$ cat src/rtl/audio_pkg.sv
// Shared types for the I2S DAC transmit path.
// No logic: constants and enums only.
// Not applicable: no handshakes in a package.
package audio_pkg;

    localparam int SAMPLE_W = 16;

    typedef enum logic [1:0] {
        IDLE  = 2'd0,
        ARMED = 2'd1,
        SHIFT = 2'd2
    } i2s_state_t;

    typedef enum logic {
        LEFT  = 1'b0,
        RIGHT = 1'b1
    } chan_t;

endpackage

$ cat src/rtl/audio_i2s_tx_fifo.sv
// Per-channel show-ahead sample FIFO with a registered occupancy count.
// Latency: a pushed word is readable on o_pop_dat the cycle after the push edge.
// Backpressure: o_full is derived from the registered count only; a push into a full FIFO is dropped even with a same-cycle pop.
module sample_fifo #(
    parameter int DATA_W     = 16,
    parameter int FIFO_DEPTH = 4
) (
    input  logic              clk,
    input  logic              rst_n,
    input  logic              i_push,
    input  logic [DATA_W-1:0] i_push_dat,
    input  logic              i_pop,
    output logic [DATA_W-1:0] o_pop_dat,
    output logic              o_full,
    output logic              o_empty
);

    localparam int AW = (FIFO_DEPTH > 1) ? $clog2(FIFO_DEPTH) : 1;

    logic [DATA_W-1:0] r_mem [FIFO_DEPTH];
    logic [AW-1:0]     r_wr_ptr;
    logic [AW-1:0]     r_rd_ptr;
    logic [AW:0]       r_count;
    logic              w_do_push;
    logic              w_do_pop;

    assign o_full    = (r_count == (AW+1)'(FIFO_DEPTH));
    assign o_empty   = (r_count == '0);
    assign w_do_push = i_push && !o_full;
    assign w_do_pop  = i_pop && !o_empty;
    assign o_pop_dat = r_mem[r_rd_ptr];

    // Pointers wrap naturally because the depth is a power of two.
    always_ff @(posedge clk or negedge rst_n) begin
        if (!rst_n) begin
            r_wr_ptr <= '0;
            r_rd_ptr <= '0;
            r_count  <= '0;
        end else begin
            if (w_do_push) r_wr_ptr <= r_wr_ptr + 1'b1;
            if (w_do_pop)  r_rd_ptr <= r_rd_ptr + 1'b1;
            case ({w_do_push, w_do_pop})
                2'b10:   r_count <= r_count + 1'b1;
                2'b01:   r_count <= r_count - 1'b1;
                default: r_count <= r_count;
            endcase
        end
    end

    always_ff @(posedge clk) begin
        if (w_do_push) r_mem[r_wr_ptr] <= i_push_dat;
    end

endmodule

$ cat src/rtl/audio_i2s_tx.sv
// I2S DAC transmitter: two Avalon-ST sinks into per-channel FIFOs, serialized MSB-first on DACDAT.
// Latency: pin BCLK edge to internal event 3 clk; BCLK fall to DACDAT change 4 clk.
// Backpressure: *_in_ready = FIFO not full; one pop per detected LRCK edge, empty pop sends silence and pulses underrun.
module audio_i2s_tx
    import audio_pkg::*;
#(
    parameter int DATA_W     = SAMPLE_W,
    parameter int FIFO_DEPTH = 4
) (
    input  logic              clk,
    input  logic              reset,
    input  logic [DATA_W-1:0] left_in_data,
    input  logic              left_in_valid,
    output logic              left_in_ready,
    input  logic [DATA_W-1:0] right_in_data,
    input  logic              right_in_valid,
    output logic              right_in_ready,
    input  logic              aud_bclk,
    input  logic              aud_daclrck,
    output logic              aud_dacdat,
    output logic              underrun
);

    localparam int CW = (DATA_W > 1) ? $clog2(DATA_W) : 1;

    logic [2:0]        r_bclk_sync;
    logic [1:0]        r_lrck_sync;
    chan_t             r_lrck_prev;
    i2s_state_t        r_state;
    logic [DATA_W-1:0] r_shift;
    logic [CW-1:0]     r_bitcnt;
    logic              r_bit;
    logic              r_dacdat;

    logic              w_bclk_rise;
    logic              w_bclk_fall;
    chan_t             w_lrck_chan;
    logic              w_l_full;
    logic              w_l_empty;
    logic              w_r_full;
    logic              w_r_empty;
    logic [DATA_W-1:0] w_l_dat;
    logic [DATA_W-1:0] w_r_dat;

    i2s_state_t        w_state_nxt;
    chan_t             w_lrck_prev_nxt;
    logic [DATA_W-1:0] w_shift_nxt;
    logic [CW-1:0]     w_bitcnt_nxt;
    logic              w_bit_nxt;
    logic              w_pop_l;
    logic              w_pop_r;
    logic              w_underrun;

    sample_fifo #(.DATA_W(DATA_W), .FIFO_DEPTH(FIFO_DEPTH)) u_fifo_l (
        .clk        (clk),
        .rst_n      (reset),
        .i_push     (left_in_valid),
        .i_push_dat (left_in_data),
        .i_pop      (w_pop_l),
        .o_pop_dat  (w_l_dat),
        .o_full     (w_l_full),
        .o_empty    (w_l_empty)
    );

    sample_fifo #(.DATA_W(DATA_W), .FIFO_DEPTH(FIFO_DEPTH)) u_fifo_r (
        .clk        (clk),
        .rst_n      (reset),
        .i_push     (right_in_valid),
        .i_push_dat (right_in_data),
        .i_pop      (w_pop_r),
        .o_pop_dat  (w_r_dat),
        .o_full     (w_r_full),
        .o_empty    (w_r_empty)
    );

    assign left_in_ready  = !w_l_full;
    assign right_in_ready = !w_r_full;
    assign w_bclk_rise    = r_bclk_sync[1] && !r_bclk_sync[2];
    assign w_bclk_fall    = !r_bclk_sync[1] && r_bclk_sync[2];
    assign w_lrck_chan    = chan_t'(r_lrck_sync[1]);
    assign aud_dacdat     = r_dacdat;
    assign underrun       = w_underrun;

    // Word-clock edges take priority and may cut a word short mid-SHIFT.
    always_comb begin
        w_state_nxt     = r_state;
        w_lrck_prev_nxt = r_lrck_prev;
        w_shift_nxt     = r_shift;
        w_bitcnt_nxt    = r_bitcnt;
        w_bit_nxt       = r_bit;
        w_pop_l         = 1'b0;
        w_pop_r         = 1'b0;
        w_underrun      = 1'b0;
        if (w_bclk_rise && (w_lrck_chan != r_lrck_prev)) begin
            w_lrck_prev_nxt = w_lrck_chan;
            w_state_nxt     = ARMED;
            if (w_lrck_chan == RIGHT) begin
                w_pop_r     = 1'b1;
                w_underrun  = w_r_empty;
                w_shift_nxt = w_r_empty ? '0 : w_r_dat;
            end else begin
                w_pop_l     = 1'b1;
                w_underrun  = w_l_empty;
                w_shift_nxt = w_l_empty ? '0 : w_l_dat;
            end
        end else if (w_bclk_fall) begin
            unique case (r_state)
                IDLE: begin
                    w_bit_nxt = 1'b0;
                end
                ARMED: begin
                    w_bit_nxt    = r_shift[DATA_W-1];
                    w_shift_nxt  = r_shift << 1;
                    w_bitcnt_nxt = CW'(DATA_W-1);
                    w_state_nxt  = SHIFT;
                end
                SHIFT: begin
                    if (r_bitcnt != '0) begin
                        w_bit_nxt    = r_shift[DATA_W-1];
                        w_shift_nxt  = r_shift << 1;
                        w_bitcnt_nxt = r_bitcnt - 1'b1;
                    end else begin
                        w_bit_nxt   = 1'b0;
                        w_state_nxt = IDLE;
                    end
                end
                default: begin
                    w_bit_nxt   = 1'b0;
                    w_state_nxt = IDLE;
                end
            endcase
        end
    end

    always_ff @(posedge clk or negedge reset) begin
        if (!reset) begin
            r_bclk_sync <= '0;
            r_lrck_sync <= '0;
            r_lrck_prev <= LEFT;
            r_state     <= IDLE;
            r_shift     <= '0;
            r_bitcnt    <= '0;
            r_bit       <= 1'b0;
            r_dacdat    <= 1'b0;
        end else begin
            r_bclk_sync <= {r_bclk_sync[1:0], aud_bclk};
            r_lrck_sync <= {r_lrck_sync[0], aud_daclrck};
            r_lrck_prev <= w_lrck_prev_nxt;
            r_state     <= w_state_nxt;
            r_shift     <= w_shift_nxt;
            r_bitcnt    <= w_bitcnt_nxt;
            r_bit       <= w_bit_nxt;
            r_dacdat    <= r_bit;
        end
    end

endmodule
$ cat config.mk
export PLATFORM = sky130hd
export DESIGN_NAME = audio_i2s_tx
export DESIGN_NICKNAME = d
export VERILOG_FILES = /design/src/rtl/audio_pkg.sv /design/src/rtl/audio_i2s_tx_fifo.sv /design/src/rtl/audio_i2s_tx.sv
export SDC_FILE = /design/constraint.sdc
export NUM_CORES = 1
export LEC_CHECK = 0
export CORE_MARGIN = 4
export CORE_UTILIZATION = 54
export CTS_CLUSTER_DIAMETER = 60
export CTS_CLUSTER_SIZE = 40
export DETAILED_ROUTE_END_ITERATION = 8
export PLACE_DENSITY = 0.81
export SYNTH_ARGS = -nofsm -noshare
export SYNTH_HDL_FRONTEND = slang
export SYNTH_SLANG_ARGS = --single-unit
$ cat constraint.sdc
create_clock -name clk -period 2.9 [get_ports clk]
set_input_delay 0.58 -clock clk [delete_from_list [all_inputs] [get_ports clk]]
set_output_delay 0.58 -clock clk [all_outputs]
set_load 0.05 [all_outputs]
==> impl_metrics.json <==
{
  "grt_util_all_layers": 0.185,
  "synth_top_cell_by_area": "edfxtp_1",
  "synth_area_sq_um": 6990,
  "finalSetupViolCount": 0,
  "maxSlewViolCount": 0,
  "vias": 3500,
  "firstDrtPassIters": 5,
  "synth_area_leaders": "edfxtp_1 (55%), dfrtp_1 (16%), mux4_1 (9.8%)",
  "rows": 41,
  "placed_cells": 576,
  "ff2ff_path_depth": 10,
  "worstPathArrival_ps": 2050,
  "finalHoldViolations": 0,
  "synthTopCellsByCount": "edfxtp_1 (128), dfrtp_1 (44), mux4_1 (26)",
  "crit_fanout": 3,
  "synth_warnings": 0,
  "core_sq_um": 12700,
  "use_met1": 0.237,
  "status": "completed",
  "crit_path_end_kind": "output port",
  "cts_tree": "done",
  "clk_latency_ps": 420,
  "ant_nets": 0,
  "hp-class": "primary input to asynchronous set/reset pin",
  "synth_top_area_share": 0.550,
  "cts.htree.levels": 4,
  "place_area_sq_um": 7610,
  "synth-async-reset-ratio": 0.256,
  "ys_seq_area_frac": 0.707,
  "finalCritPeriodShare": 0.907,
  "clockRootBuffer": "clkbuf_16",
  "hold-worst-slack_ps": 330,
  "path_clk_slew_ps": 60,
  "synthFlopType": "edfxtp_1",
  "top_usage_layer": "met2",
  "grt_first_pass_wirelength_mm": 20.1,
  "drc_errors": 0,
  "final_cells": 608,
  "cts_buffer_depth": 2,
  "synthToLayoutAreaGrowth_pct": 17.3,
  "antenna_cells": 0,
  "drive_gt1_frac": 0.128,
  "max_freq_mhz": 380,
  "rsz0062_at_grt": "false",
  "synth_edf_count": 128,
  "total_power_mw": 7.82,
  "fin_crit_ps": 2630,
  "power.density_nw_per_um2": 954,
  "grt_max_degree": 45,
  "irDropWorstVdd_mv": 0.882,
  "viasPerCell": 5.76,
  "final_util": 0.647,
  "yosys_register_bits": 172,
  "r2r-start": "u_fifo_l.r_count[0]",
  "finalSetupTns_ps": 0,
  "worst_pin_slew_ps": 994,
  "ioPinCount": 42,
  "dp_worst_setup_slack_ps": 447,
  "slew_headroom": 0.337,
  "die-height_um": 122,
  "die_x_um": 122,
  "grt_pass1_vias": 3759,
  "antenna_found_initial": 0,
  "cts-buffers-inserted": 17,
  "r2r-end": "u_fifo_l.r_count[2]",
  "syn_nets": 418,
  "multiInputGateArea_sq_um": 1880,
  "startpoint_type": "flop",
  "fin_area_sq_um": 8200,
  "gr-total-overflow": 0,
  "place_hpwl_mm": 7.83,
  "wl_mm": 12.4,
  "use_met3": 0.0520,
  "syn_avg_cell_area_sq_um": 19.2,
  "clock_skew_ps": 9.72,
  "io_buffer_count": 41,
  "worst_ep_required_time_ps": 2320,
  "setup_ws_ps": 270,
  "start_util": 0.552,
  "use_met2": 0.304,
  "place_congestion": 0.761,
  "rrSetupSlack_ps": 710,
  "cts_sinks": 172,
  "nFillCells": 829,
  "routedWlPerCell_um": 20.4,
  "path_class": "flop to output port",
  "ys_types": 40,
  "netlist_instances": 364,
  "die-area_sq_um": 14800,
  "initialDrtViolationCount": 329,
  "seqCellArea_sq_um": 4940,
  "p_leak_nw": 3.05,
  "ctsHoldBuffers": 0,
  "synth.most_common_cell": "edfxtp_1",
  "nets": 477,
  "cap_violations": 0
}
metal layers:
metal | up-vias | wire length (um)
met1 | 1790 | 5170
met2 | 104 | 6400
li1 | 1586 | -
met5 | - | 0
met3 | 20 | 652
met4 | 0 | 202
cells by family after synthesis:
| group | after synthesis | share of synthesized area |
|---|---|---|
| AO/OA/AOI/OAI | 43 | 0.0510 |
| XOR/XNOR | 13 | 0.0163 |
| adder cells (fa/ha/maj) | 16 | 0.0308 |
| buffers and inverters | 30 | 0.0234 |
| flip-flops | 172 | 0.707 |
| multiplexers | 38 | 0.126 |
| AND/OR/NAND/NOR | 52 | 0.0453 |
critical path, cell delays in order (launching register included):
cell           delay, ps
dfrtp_1              390
nor3_1               430
mux2i_1              150
nor2_1               110
dlygate4sd2_1        540
worst max-delay path by stage:
| stage | slack, ps | startpoint | end | depth (start not counted) |
|---|---|---|---|---|
| 6_report | 270 | u_fifo_l.r_count[1] | underrun | 4 |
| 5_1_grt | 130 | u_fifo_l.r_count[0] | underrun | 4 |
| 4_1_cts | 230 | u_fifo_l.r_count[1] | underrun | 4 |
| 3_5_place_dp | 450 | left_in_valid | u_fifo_l.r_count[2] | 9 |
| 3_3_place_gp | 460 | u_fifo_l.r_count[1] | underrun | 4 |
| 2_1_floorplan | 480 | u_fifo_l.r_count[0] | u_fifo_l.r_count[2] | 10 |
what timing repair did:
action	4_1_cts	5_1_grt
gates resized for setup	1	0
hold endpoints to repair	0	0
setup buffers	0	0
setup endpoints to repair	1	0
power breakdown:
group / leakage, nW / switching, mW / internal (mW)
Sequential: 1.70 / 0.363 / 3.29
Clock: 0.276 / 0.910 / 1.36
Combinational: 1.08 / 0.977 / 0.920
Total: 3.05 / 2.25 / 5.57
area by class of cell:
| cell class | count | share of cell area |
|---|---|---|
| multi-input combinational | 162 | 0.230 |
| tap | 172 | 0.0262 |
| clock inverter | 12 | 0.0194 |
| timing repair buffer | 54 | 0.0612 |
| sequential | 172 | 0.603 |
| inverter | 16 | 0.00732 |
| clock buffer | 20 | 0.0532 |
flip-flops by register name (all words and copies together), names as in the netlist:
register           flops
u_fifo_l.r_count       3
u_fifo_r.r_rd_ptr      2
r_shift               16
r_bclk_sync            3
u_fifo_r.r_count       3
r_state                2
r_bitcnt               4
u_fifo_l.r_rd_ptr      2
u_fifo_r.r_mem        64
r_bit                  1
aud_dacdat             1
u_fifo_l.r_mem        64
u_fifo_r.r_wr_ptr      2
r_lrck_prev            1
u_fifo_l.r_wr_ptr      2
r_lrck_sync            2
cell usage in the layout (no fill, tap or decap), types with 2 or more instances in the layout:
cell             Yosys  final
o21ai_0              6      6
clkbuf_1             4      3
buf_4                1     13
and3_1               8      8
ha_1                14     14
nand2b_1             2      2
a22oi_1              2      2
nand2_1             16     16
mux4_1              26     26
fa_1                 2      2
clkdlybuf4s50_1      0     39
mux4_2               6      6
bufinv_16            0      3
clkbuf_16            0     17
nor4b_4              2      2
mux2_2               2      2
dfrtp_1             44     44
inv_1               16     16
nand3_1              4      4
mux2i_1              4      4
inv_6                0      4
a21oi_1              3      3
nor3_1               3      3
xor2_1               7      7
xnor2_1              6      6
a22o_1              16     16
nor2_1               7      7
and2_1               3      3
clkinvlp_4           0      4
a221o_1             14     14
edfxtp_1           128    128
(Power assumes the default switching activity.)
